==> config.mk <==
export PLATFORM = sky130hd
export DESIGN_NAME = uart_tx_scheduler
export DESIGN_NICKNAME = d
export VERILOG_FILES = /design/src/rtl/uart_tx_scheduler_pkg.sv /design/src/rtl/uart_tx_scheduler_rr_arbiter.sv /design/src/rtl/uart_tx_scheduler.sv
export SDC_FILE = /design/constraint.sdc
export NUM_CORES = 1
export LEC_CHECK = 0
export CAP_MARGIN = 15
export CORE_ASPECT_RATIO = 1.25
export CORE_MARGIN = 5
export CORE_UTILIZATION = 48
export DETAILED_ROUTE_END_ITERATION = 7
export PLACE_DENSITY = 0.81
export SLEW_MARGIN = 0
export SYNTH_ARGS = -nofsm -noshare
export SYNTH_HDL_FRONTEND = slang
export SYNTH_SLANG_ARGS = --single-unit
==> constraint.sdc <==
create_clock -name clk -period 2.8 [get_ports clk]
set_input_delay 0.56 -clock clk [delete_from_list [all_inputs] [get_ports clk]]
set_output_delay 0.56 -clock clk [all_outputs]
set_load 0.02 [all_outputs]
==> src/rtl/uart_tx_scheduler_pkg.sv <==
// Shared definitions for the UART transmit scheduler.
//   state_t              : scheduler FSM encoding (IDLE / START / WAIT)
//   DEF_NUM_REQ          : default number of byte sources
//   DEF_CLKS_PER_BIT     : default clk cycles per baud tick (transmitter divider)
//   DEF_FRAME_TICKS      : default baud ticks waited after the start pulse
package uart_tx_scheduler_pkg;

  typedef enum logic [1:0] {
    ST_IDLE  = 2'd0,
    ST_START = 2'd1,
    ST_WAIT  = 2'd2
  } state_t;

  localparam int DEF_NUM_REQ      = 4;
  localparam int DEF_CLKS_PER_BIT = 10416;
  localparam int DEF_FRAME_TICKS  = 12;

endpackage

==> src/rtl/uart_tx_scheduler_rr_arbiter.sv <==
// Combinational rotate-priority search.
//   req     : request vector, one bit per source
//   pointer : index of the last winner; search starts at pointer+1
//   winner  : first requesting index found searching upward (mod NUM_REQ)
//   valid   : 1 when any request bit is set
module rr_arbiter #(
  parameter int NUM_REQ = 4,
  parameter int PTR_W   = $clog2(NUM_REQ)
) (
  input  logic [NUM_REQ-1:0] req,
  input  logic [PTR_W-1:0]   pointer,
  output logic [PTR_W-1:0]   winner,
  output logic               valid
);

  always_comb begin
    // NOTE: every combinational output gets a default first so no path
    // through the block leaves a value held, which would infer a latch.
    winner = '0;
    valid  = 1'b0;
    // Walk from the farthest candidate toward pointer+1; the last hit
    // written is the closest one, i.e. the highest-priority requester.
    for (int i = NUM_REQ; i >= 1; i--) begin
      int idx;
      idx = int'(pointer) + i;
      if (idx >= NUM_REQ) idx = idx - NUM_REQ;
      if (req[idx]) begin
        winner = PTR_W'(idx);
        valid  = 1'b1;
      end
    end
  end

endmodule

==> src/rtl/uart_tx_scheduler.sv <==
// Shares one 8N1 UART transmitter between NUM_REQ byte sources with
// round-robin arbitration. The transmitter exposes no busy/done, so the
// frame is timed locally: tx_start is held for one full baud period, then
// FRAME_TICKS baud periods are waited before the next grant.
//   clk      : system clock
//   reset    : asynchronous active-low reset
//   enable   : 1 = new grants allowed; 0 = finish current frame, then hold
//   req      : per-source byte-valid
//   req_data : byte i at [8*i+7:8*i]
//   ack      : one-cycle pulse, byte i accepted
//   tx_start : to transmitter 'transmit'
//   tx_data  : to transmitter 'data', stable from grant to next grant
//   busy     : 1 whenever not IDLE
//   grant_id : index of the last requester granted
module uart_tx_scheduler
  import uart_tx_scheduler_pkg::*;
#(
  parameter int NUM_REQ      = DEF_NUM_REQ,
  parameter int CLKS_PER_BIT = DEF_CLKS_PER_BIT,
  parameter int FRAME_TICKS  = DEF_FRAME_TICKS,
  parameter int PTR_W        = $clog2(NUM_REQ)
) (
  input  logic                 clk,
  input  logic                 reset,
  input  logic                 enable,
  input  logic [NUM_REQ-1:0]   req,
  input  logic [8*NUM_REQ-1:0] req_data,
  output logic [NUM_REQ-1:0]   ack,
  output logic                 tx_start,
  output logic [7:0]           tx_data,
  output logic                 busy,
  output logic [PTR_W-1:0]     grant_id
);

  localparam int CNT_W = $clog2(FRAME_TICKS * CLKS_PER_BIT + 1);
  localparam logic [CNT_W-1:0] START_LAST = CNT_W'(CLKS_PER_BIT - 1);
  localparam logic [CNT_W-1:0] WAIT_LAST  = CNT_W'(FRAME_TICKS * CLKS_PER_BIT - 1);

  state_t             state, state_d;
  logic [CNT_W-1:0]   cnt, cnt_d;
  logic [PTR_W-1:0]   ptr, ptr_d;
  logic [PTR_W-1:0]   grant_d;
  logic [NUM_REQ-1:0] ack_d;
  logic               tx_start_d;
  logic [7:0]         tx_data_d;

  logic [PTR_W-1:0]   arb_winner;
  logic               arb_valid;

  rr_arbiter #(
    .NUM_REQ (NUM_REQ),
    .PTR_W   (PTR_W)
  ) u_arb (
    .req     (req),
    .pointer (ptr),
    .winner  (arb_winner),
    .valid   (arb_valid)
  );

  always_comb begin
    state_d    = state;
    cnt_d      = cnt;
    ptr_d      = ptr;
    grant_d    = grant_id;
    tx_data_d  = tx_data;
    ack_d      = '0;
    tx_start_d = 1'b0;
    unique case (state)
      ST_IDLE: begin
        if (enable && arb_valid) begin
          tx_data_d         = req_data[8*int'(arb_winner) +: 8];
          grant_d           = arb_winner;
          ptr_d             = arb_winner;
          ack_d[arb_winner] = 1'b1;
          tx_start_d        = 1'b1;
          cnt_d             = '0;
          state_d           = ST_START;
        end
      end
      ST_START: begin
        // tx_start was raised on the grant edge; it stays up for exactly
        // CLKS_PER_BIT cycles so the transmitter sees it on one baud tick.
        if (cnt == START_LAST) begin
          cnt_d   = '0;
          state_d = ST_WAIT;
        end else begin
          tx_start_d = 1'b1;
          cnt_d      = cnt + 1'b1;
        end
      end
      ST_WAIT: begin
        if (cnt == WAIT_LAST) begin
          cnt_d   = '0;
          state_d = ST_IDLE;
        end else begin
          cnt_d = cnt + 1'b1;
        end
      end
      default: state_d = ST_IDLE;
    endcase
  end

  // The RR pointer resets to the last index so requester 0 wins first.
  always_ff @(posedge clk or negedge reset) begin
    if (!reset) begin
      state    <= ST_IDLE;
      cnt      <= '0;
      ptr      <= PTR_W'(NUM_REQ - 1);
      grant_id <= '0;
      tx_data  <= '0;
      ack      <= '0;
      tx_start <= 1'b0;
    end else begin
      // NOTE: state registers use non-blocking assignments so every flop
      // samples the pre-edge values, independent of statement order.
      state    <= state_d;
      cnt      <= cnt_d;
      ptr      <= ptr_d;
      grant_id <= grant_d;
      tx_data  <= tx_data_d;
      ack      <= ack_d;
      tx_start <= tx_start_d;
    end
  end

  assign busy = (state != ST_IDLE);

endmodule
* Word level (Yosys, flattened, before mapping)
Index checks and enable logic that the tools add are counted.
** Word-level totals
- Flip-flop bits (word level) :: 36
- Bits of input ports :: 39
- Output and inout port bits :: 16
- Word-level logic and storage cells :: 81
** Operators by class
- Add/sub/neg operators :: 9
- Magnitude comparators :: 10
- Equality and inequality tests :: 7
- Shift-type cells :: 1
- Muxes and demuxes :: 39
- Reduce and logical (&&, ||, !) cells :: 8
** Operators with widths (count)
- >= comparator 32 x 4 -> 1 bit, second input constant :: 4
- less-than comparator 32 x 4 -> 1 bit, second input constant :: 4
- 2-to-1 mux 32 bit :: 4
- subtractor 32 x 4 -> 32 bit, second input constant :: 4
- 2-to-1 mux 17 bit :: 3
- case mux 17 bit (3 select lines) :: 1
- indexed part select 32 x 6 -> 8 bit :: 1
- adder 17 x 1 -> 17 bit, second input constant :: 1
- equality test 17 x 14 -> 1 bit, second input constant :: 1
- equality test 17 bit, second input constant :: 1
- 2-to-1 mux 1 bit :: 15
- 2-to-1 mux 2 bit :: 7
- binary-select mux 1 bit (select 2 bit) :: 4
- 2-to-1 mux 4 bit :: 2
- adder 2 x 2 -> 3 bit, second input constant :: 2
- inequality test 2 bit, second input constant :: 3
- case mux 2 bit (3 select lines) :: 1
- adder 2 x 3 -> 4 bit, second input constant :: 1
- AND reduction 2 bit :: 2
- adder 2 x 1 -> 3 bit, second input constant :: 1
- less-than comparator 2 x 3 -> 1 bit, second input constant :: 1
- AND reduction 3 bit :: 1
- nonzero test 3 bit :: 1
- demux 1 bit (select 2 bit) :: 1
- other kinds (7) :: 8

* Depth between registers and ports, before layout
Gate-level depths: netlist of the first run.
- Depth after elaboration :: 16
- Mapped depth :: 7
- Mapped depth without buffers :: 6

* Hierarchy
A second synthesis of the first run with hierarchy kept.
** Unflattened totals
- Cells, all modules :: 206
- Area, all modules :: 2009.4 µm²
** By module, submodules not included
- uart_tx_scheduler :: times used 1, cells each 192, area an instance 1918.1 µm², seq. area each 903.4 µm²
- rr_arbiter :: times used 1, cells each 14, area an instance 91.3 µm², seq. area each 0.0 µm²

* Worst setup path before layout of the first run
No wires, ideal clock.
- Kind :: register to register
- Start point :: reg ptr[1]
- End point :: reg tx_data[0]
- Library setup time :: 125 ps
- Arrival time :: 2238 ps
- Required time :: 2675 ps
- Slack :: 437 ps
- Stages on the path, launching flop included :: 7
- Path buffers :: 1
- Period minus slack after synthesis :: 2363 ps
- Cells stage by stage :: dfstp_2 > mux2i_1 > o22ai_1 > a21oi_1 > buf_2 > mux4_2 > mux2_2
** Between the ends
- Longest elaborated chain between the ends :: 12
- Elaborated cells on any way between the ends :: 39
- Those cells by class :: 8 x add/sub; 4 x order compare; 1 x shift; 24 x mux; 2 x reduce/logical
** RTL lines
- start: declaration :: line uart_tx_scheduler.sv:41 : logic [PTR_W-1:0] ptr, ptr_d;
- start signal: assignment :: line uart_tx_scheduler.sv:108 : ptr <= PTR_W'(NUM_REQ - 1);
- start signal: assignment :: line uart_tx_scheduler.sv:118 : ptr <= ptr_d;
- parallel branches: the longest is 12 deep, another holds subtractor 32 x 4 -> 32 bit
- end signal: assignment :: line uart_tx_scheduler.sv:120 : tx_data <= tx_data_d;
- end: declaration :: line uart_tx_scheduler.sv:30 : output logic [7:0] tx_data,
Several ways; the timed one is not identified. The select of a mux whose other input is x is not followed.
A chain may end at the register's enable or synchronous reset.

* Worst setup path after layout of the first run
- Start point :: in req[3]
- End point :: reg tx_data[3]
** Between the ends
- Longest elaborated chain between the ends :: 9
- Elaborated cells on any way between the ends :: 23
- Those cells by class :: 1 x shift; 20 x mux; 2 x reduce/logical
** RTL lines
- start: declaration :: line uart_tx_scheduler.sv:26 : input logic [NUM_REQ-1:0] req,
- parallel branches: the longest is 9 deep, another holds indexed part select 32 x 6 -> 8 bit
Several ways; the timed one is not identified. The select of a mux whose other input is x is not followed.

==> results_dict.tcl, run 1 <==
set metrics [dict create \
    switchingPower_mw 0.884 \
    synth.area.top_cells "dfrtp_1 (42%), mux4_2 (8.9%), mux2_2 (5.0%), nand2_1 (3.9%), a21oi_1 (3.4%)" \
    critical_path_class "in -> reg" \
    num_vias 1672 \
    area_delta_synth_final_pct 36.3 \
    grt_use_total 0.195 \
    die_area_sq_um 5650 \
    maxCapViolCount 0 \
    synth-seq-cells 36 \
    rsz0062_at_grt "no" \
    slew_viol_final 0 \
    postSynthCellCount 186 \
    slowest_stage "mux4_2" \
    clk_path_buf_depth 2 \
    finalCritPeriodShare 0.873 \
    n_fill_cell 330 \
    period_needed_ps 2440 \
    yosysMostFrequentCell "dfrtp_1" \
    antenna_cells 0 \
    endpoint_kind "flip-flop" \
    internal_power_mw 1.45 \
    gp_congestion 0.806 \
    critical-path-max-stage-delay_ps 550 \
    clkTransAtPathRegs_ps 70 \
    sequentialPowerShare 0.317 \
    cts_buffers 5 \
    cts_tree "done" \
    numClockSinks 36 \
    yosys.area.top_type "dfrtp_1" \
    synth_nets 229 \
    startpoint_type "primary input" \
    port_buffers 54 \
    clock.fmax_mhz 409 \
    p_sw_frac 0.379 \
    cts_setup_buffers 0 \
    grt_pass1_wl_microns 8110 \
    routedWlPerCell_microns 16.2 \
    ys_async_sr_fraction 1.00 \
    synth.avg_cell_area_sq_um 10.9 \
    hold_violations 0 \
    cts_hold_buf 0 \
    antenna_found_initial 0 \
    core_area_sq_um 4100 \
    clkPwrFrac 0.172 \
    routed_wl_microns 4930 \
    final_nets 291 \
    yosys_most_used_dff "dfrtp_1" \
    drc 0 \
    grt-ovfl-total 0 \
    worstSkewPairLatency_ps 290 \
    synthTopCellsByCount "dfrtp_1 (34), nand2_1 (21), a21oi_1 (14)" \
    io_pins 55 \
    yosys.area.top_type_share 0.418 \
    path_buf_inv 2 \
    finalClockSkew_ps 7.08 \
    seq_area_frac_synth 0.444 \
    seq_area_sq_um 903 \
    layout-drive-gt1-share 0.149 \
    dp_hpwl_microns 3770 \
    arrival_ps 2620 \
    vdd_ir_drop_max_mv 0.470 \
    routed_via_density 5.48 \
    cts-root-buf "clkbuf_8" \
    slew_headroom 0.497 \
    tightest_slew_ps 746 \
    die_h_microns 82.8 \
    critPathTopFamily "multiplexers" \
    finalSetupViolCount 0 \
    grt_pass1_vias 1714 \
    chipWidth_microns 68.2 \
    cp_max_fo 13 \
    run_status "finished, final reports clean" \
    ant_nets 0 \
    start_util 0.496 \
    grt_max_degree 37 \
    htree_num_levels 2 \
    r2r_slack_ps 500 \
    drt_iter0_drc 53 \
    fin_util 0.676 \
    final.setup.tns_ps 0 \
    critical_path_required_ps 2980 \
    yosysWarnings 0 \
    path_cells "clkdlybuf4s50_1, mux2i_1, o22ai_1, a21oi_1, buf_4, mux4_2, mux2_2" \
    powerDensity_nw_per_um2 840 \
    comb_power_share 0.511 \
    std_cell_rows 26 \
    dr.pass1.iters 6 \
    multi_input_area_sq_um 1080 \
    hp-class "reg -> reg" \
    synth.distinct_cells 52 \
    cts_resized 0 \
    synth_edf_count 0 \
    p_leak_nw 1.14 \
    synth_area_sq_um 2030 \
]
worst paths after layout:
check | from | end | cells past startpoint
setup / recovery | req[3] | tx_data[3] | 7
hold / removal | grant_id[1] | grant_id[1] | 2
setup reg to reg | ptr[1] | tx_data[3] | 6
hold reg to reg | grant_id[1] | grant_id[1] | 2
max in group asynchronous | reset | ptr[0] | 2
min in group asynchronous | reset | cnt[3] | 2
state kept, by name, indices dropped and copies added (netlist names):
signal    cells
tx_data       8
ptr           2
grant_id      2
ack           4
cnt          17
state         2
tx_start      1
through the flow:
stage	hold slack (ps)	std cells	setup slack (ps)	total power, mW	instance area, sq um
final	486	305	357	2.33	2770
after global placement	464	297	233	1.91	2670
after floorplan	264	186	437	1.47	2030
after detailed placement	469	297	67.6	1.95	2670
after global routing	517	305	249	2.50	2770
after CTS	485	305	353	2.36	2770
final cells by class:
class                   instances  share of cell area
inverters                       8              0.0108
multi-input cells             136               0.388
flip-flops and latches         36               0.326
repair buffers                 61               0.214
clock buffers                   8              0.0361
well taps                      56              0.0253
kinds of logic after synthesis:
logic type                 after synthesis  synth area share
and+or+nand+nor                         59             0.157
xor gates and xnor gates                10            0.0431
AOI/OAI and AO/OA                       43             0.151
adders and majority gates                4            0.0246
DFF                                     36             0.444
buffers and inverters                   14            0.0271
muxes                                   20             0.154
placed cells by master, fill, tap and decap left out, types with 4 or more instances in the layout:
master,count
a21oi_1,14
and3_1,4
buf_4,7
clkbuf_8,7
clkdlybuf4s50_1,54
dfrtp_1,34
ha_1,4
inv_1,8
mux2_2,9
mux4_2,8
nand2_1,21
nand3_1,4
nor3_1,9
xnor2_1,7
worst register-to-register path, delay by kind of cell, from the launching register on:
kind / cells / cell delay (ps)
AO/OA/AOI/OAI: 2 / 280
multiplexers: 3 / 1050
buffers and inverters: 1 / 270
flip-flops: 1 / 590
power groups by stage:
stage          Sequential [mW]  Combinational [mW]  Clock [mW]
4_1_cts                  0.740                1.21       0.413
6_report                 0.739                1.19       0.401
2_1_floorplan            0.849               0.622           0
5_1_grt                  0.757                1.30       0.442
3_5_place_dp             0.749                1.20           0
3_3_place_gp             0.740                1.17           0
metal layers:
layer | part of all wire | routed length, microns | track usage | vias up
met5 | 0 | 0 | 0 | -
met4 | 0.0077 | 38 | 0.0537 | 0
met3 | 0.093 | 456 | 0.0674 | 2
met2 | 0.51 | 2500 | 0.341 | 51
met1 | 0.39 | 1940 | 0.224 | 795
li1 | - | - | - | 824
No activity file was read; power rests on OpenSTA's default activity.
==> inputs of run 2 (changes only) <==
Settings changed: CTS_CLUSTER_SIZE set to 40, RECOVER_POWER set to 50.
==> run 2 against run 1 <==
Compared with the run above: combinational power about the same; clock power about the same; core utilization down 0.061 points; routed wire length down 0.14%; final cell count unchanged; critical endpoint unchanged; largest cell class unchanged.
==> results_dict.tcl, run 2 (synthesized netlist as in run 1, its figures left out) <==
set metrics [dict create \
    holdWs_ps 486 \
    p_leak_nw 1.15 \
    hold_violations 0 \
    grt-ovfl-total 0 \
    std_cell_rows 26 \
    multi_input_area_sq_um 1080 \
    maxCapViolCount 0 \
    most-common-layout-cells "clkdlybuf4s50_1 (45), dfrtp_1 (34), nand2_1 (21)" \
    seq_area_sq_um 903 \
    cts_hold_buf 0 \
    numClockSinks 36 \
    finalClockSkew_ps 7.09 \
    slowest_stage "dlygate4sd3_1" \
    arrival_ps 2730 \
    chipWidth_microns 68.2 \
    worstSkewPairLatency_ps 290 \
    layout_commonest_cell "clkdlybuf4s50_1" \
    layout-drive-gt1-share 0.149 \
    place_area_sq_um 2670 \
    start_util 0.496 \
    final_nets 291 \
    dr.pass1.iters 6 \
    period_needed_ps 2550 \
    slew_viol_final 0 \
    io_pins 55 \
    final_area_sq_um 2770 \
    gp_congestion 0.806 \
    clkTransAtPathRegs_ps 70 \
    r2r-start "ptr[1]" \
    dp_hpwl_microns 3770 \
    ant_nets 0 \
    worst_slack_ps 248 \
    cp_max_fo 13 \
    final.setup.tns_ps 0 \
    slew_headroom 0.400 \
    n_fill_cell 330 \
    vdd_ir_drop_max_mv 0.470 \
    port_buffers 54 \
    finalSetupViolCount 0 \
    routed_wl_microns 4920 \
    clk_path_buf_depth 2 \
    grt_pass1_wl_microns 8110 \
    antenna_found_initial 0 \
    cts-root-buf "clkbuf_8" \
    path_buf_inv 2 \
    grt_max_degree 37 \
    tightest_slew_ps 900 \
    die_h_microns 82.8 \
    clock.fmax_mhz 392 \
    rsz0062_at_grt "no" \
    hold_start "grant_id[1]" \
    reg_top3 "cnt x17, tx_data x8, ack x4" \
    antenna_cells 0 \
    die_area_sq_um 5650 \
    routedWlPerCell_microns 16.1 \
    area_delta_synth_final_pct 36.2 \
    run_status "finished, final reports clean" \
    critPathTopFamily "multiplexers" \
    path_cells "dlygate4sd3_1, mux2i_1, o22ai_1, a21oi_1, buf_4, mux4_2, mux2_2" \
    startpoint_type "primary input" \
    cts_resized 0 \
    critical_path_required_ps 2980 \
    hp-class "reg -> reg" \
    critical_path_class "in -> reg" \
    place_ws_ps 67.6 \
    powerDensity_nw_per_um2 835 \
    critical-path-max-stage-delay_ps 610 \
    endpoint_kind "flip-flop" \
    largest_register_ffs 17 \
    cts_setup_buffers 0 \
    htree_num_levels 2 \
    cts_buffers 5 \
    cts_tree "done" \
    routed_via_density 5.48 \
    grt_use_total 0.195 \
    drt_iter0_drc 54 \
    grt_pass1_vias 1714 \
    top_register "cnt" \
    finalCritPeriodShare 0.912 \
    drc 0 \
    core_area_sq_um 4100 \
    num_vias 1672 \
    critPathLaunch "req[3]" \
]
-- run 2: worst paths after layout --
path / slack, ps / to / cells after the start
worst max register to register: 500 / tx_data[3] / 6
worst max-delay path: 250 / tx_data[3] / 7
min in group asynchronous: 930 / cnt[3] / 2
worst min-delay path: 490 / grant_id[1] / 2
max in group asynchronous: 1310 / cnt[11] / 2
worst min register to register: 490 / grant_id[1] / 2
-- run 2: layout make-up --
class | count | share of cell area
timing repair buffer | 61 | 0.213
tap | 56 | 0.0253
inverter | 8 | 0.0108
sequential | 36 | 0.326
clock buffer | 8 | 0.0361
multi-input combinational | 136 | 0.388
-- run 2: report_power, final --
group	total [mW]	switching (mW)	internal, mW
Sequential	0.737	0.0781	0.659
Clock	0.401	0.177	0.224
Combinational	1.18	0.627	0.549
-- run 2: metal layers --
layer | global-route usage | routed length [microns] | vias up
li1 | - | - | 824
met1 | 0.224 | 1930 | 795
met2 | 0.341 | 2500 | 51
met3 | 0.0674 | 456 | 2
met4 | 0.0537 | 38 | 0
met5 | 0 | 0 | -
-- run 2: worst register-to-register path: cells and delay by family, from the launching register on --
kind / cells / cell delay (ps)
compound gates: 2 / 280
buf+inv: 1 / 270
flops: 1 / 590
mux: 3 / 1050
-- run 2: per-stage QoR --
stage / util / instances / power [mW]
global route: 0.676 / 305 / 2.48
global placement: 0.652 / 297 / 1.91
finish: 0.676 / 305 / 2.31
detailed placement: 0.652 / 297 / 1.95
floorplan: - / 186 / 1.47
CTS: 0.676 / 305 / 2.36
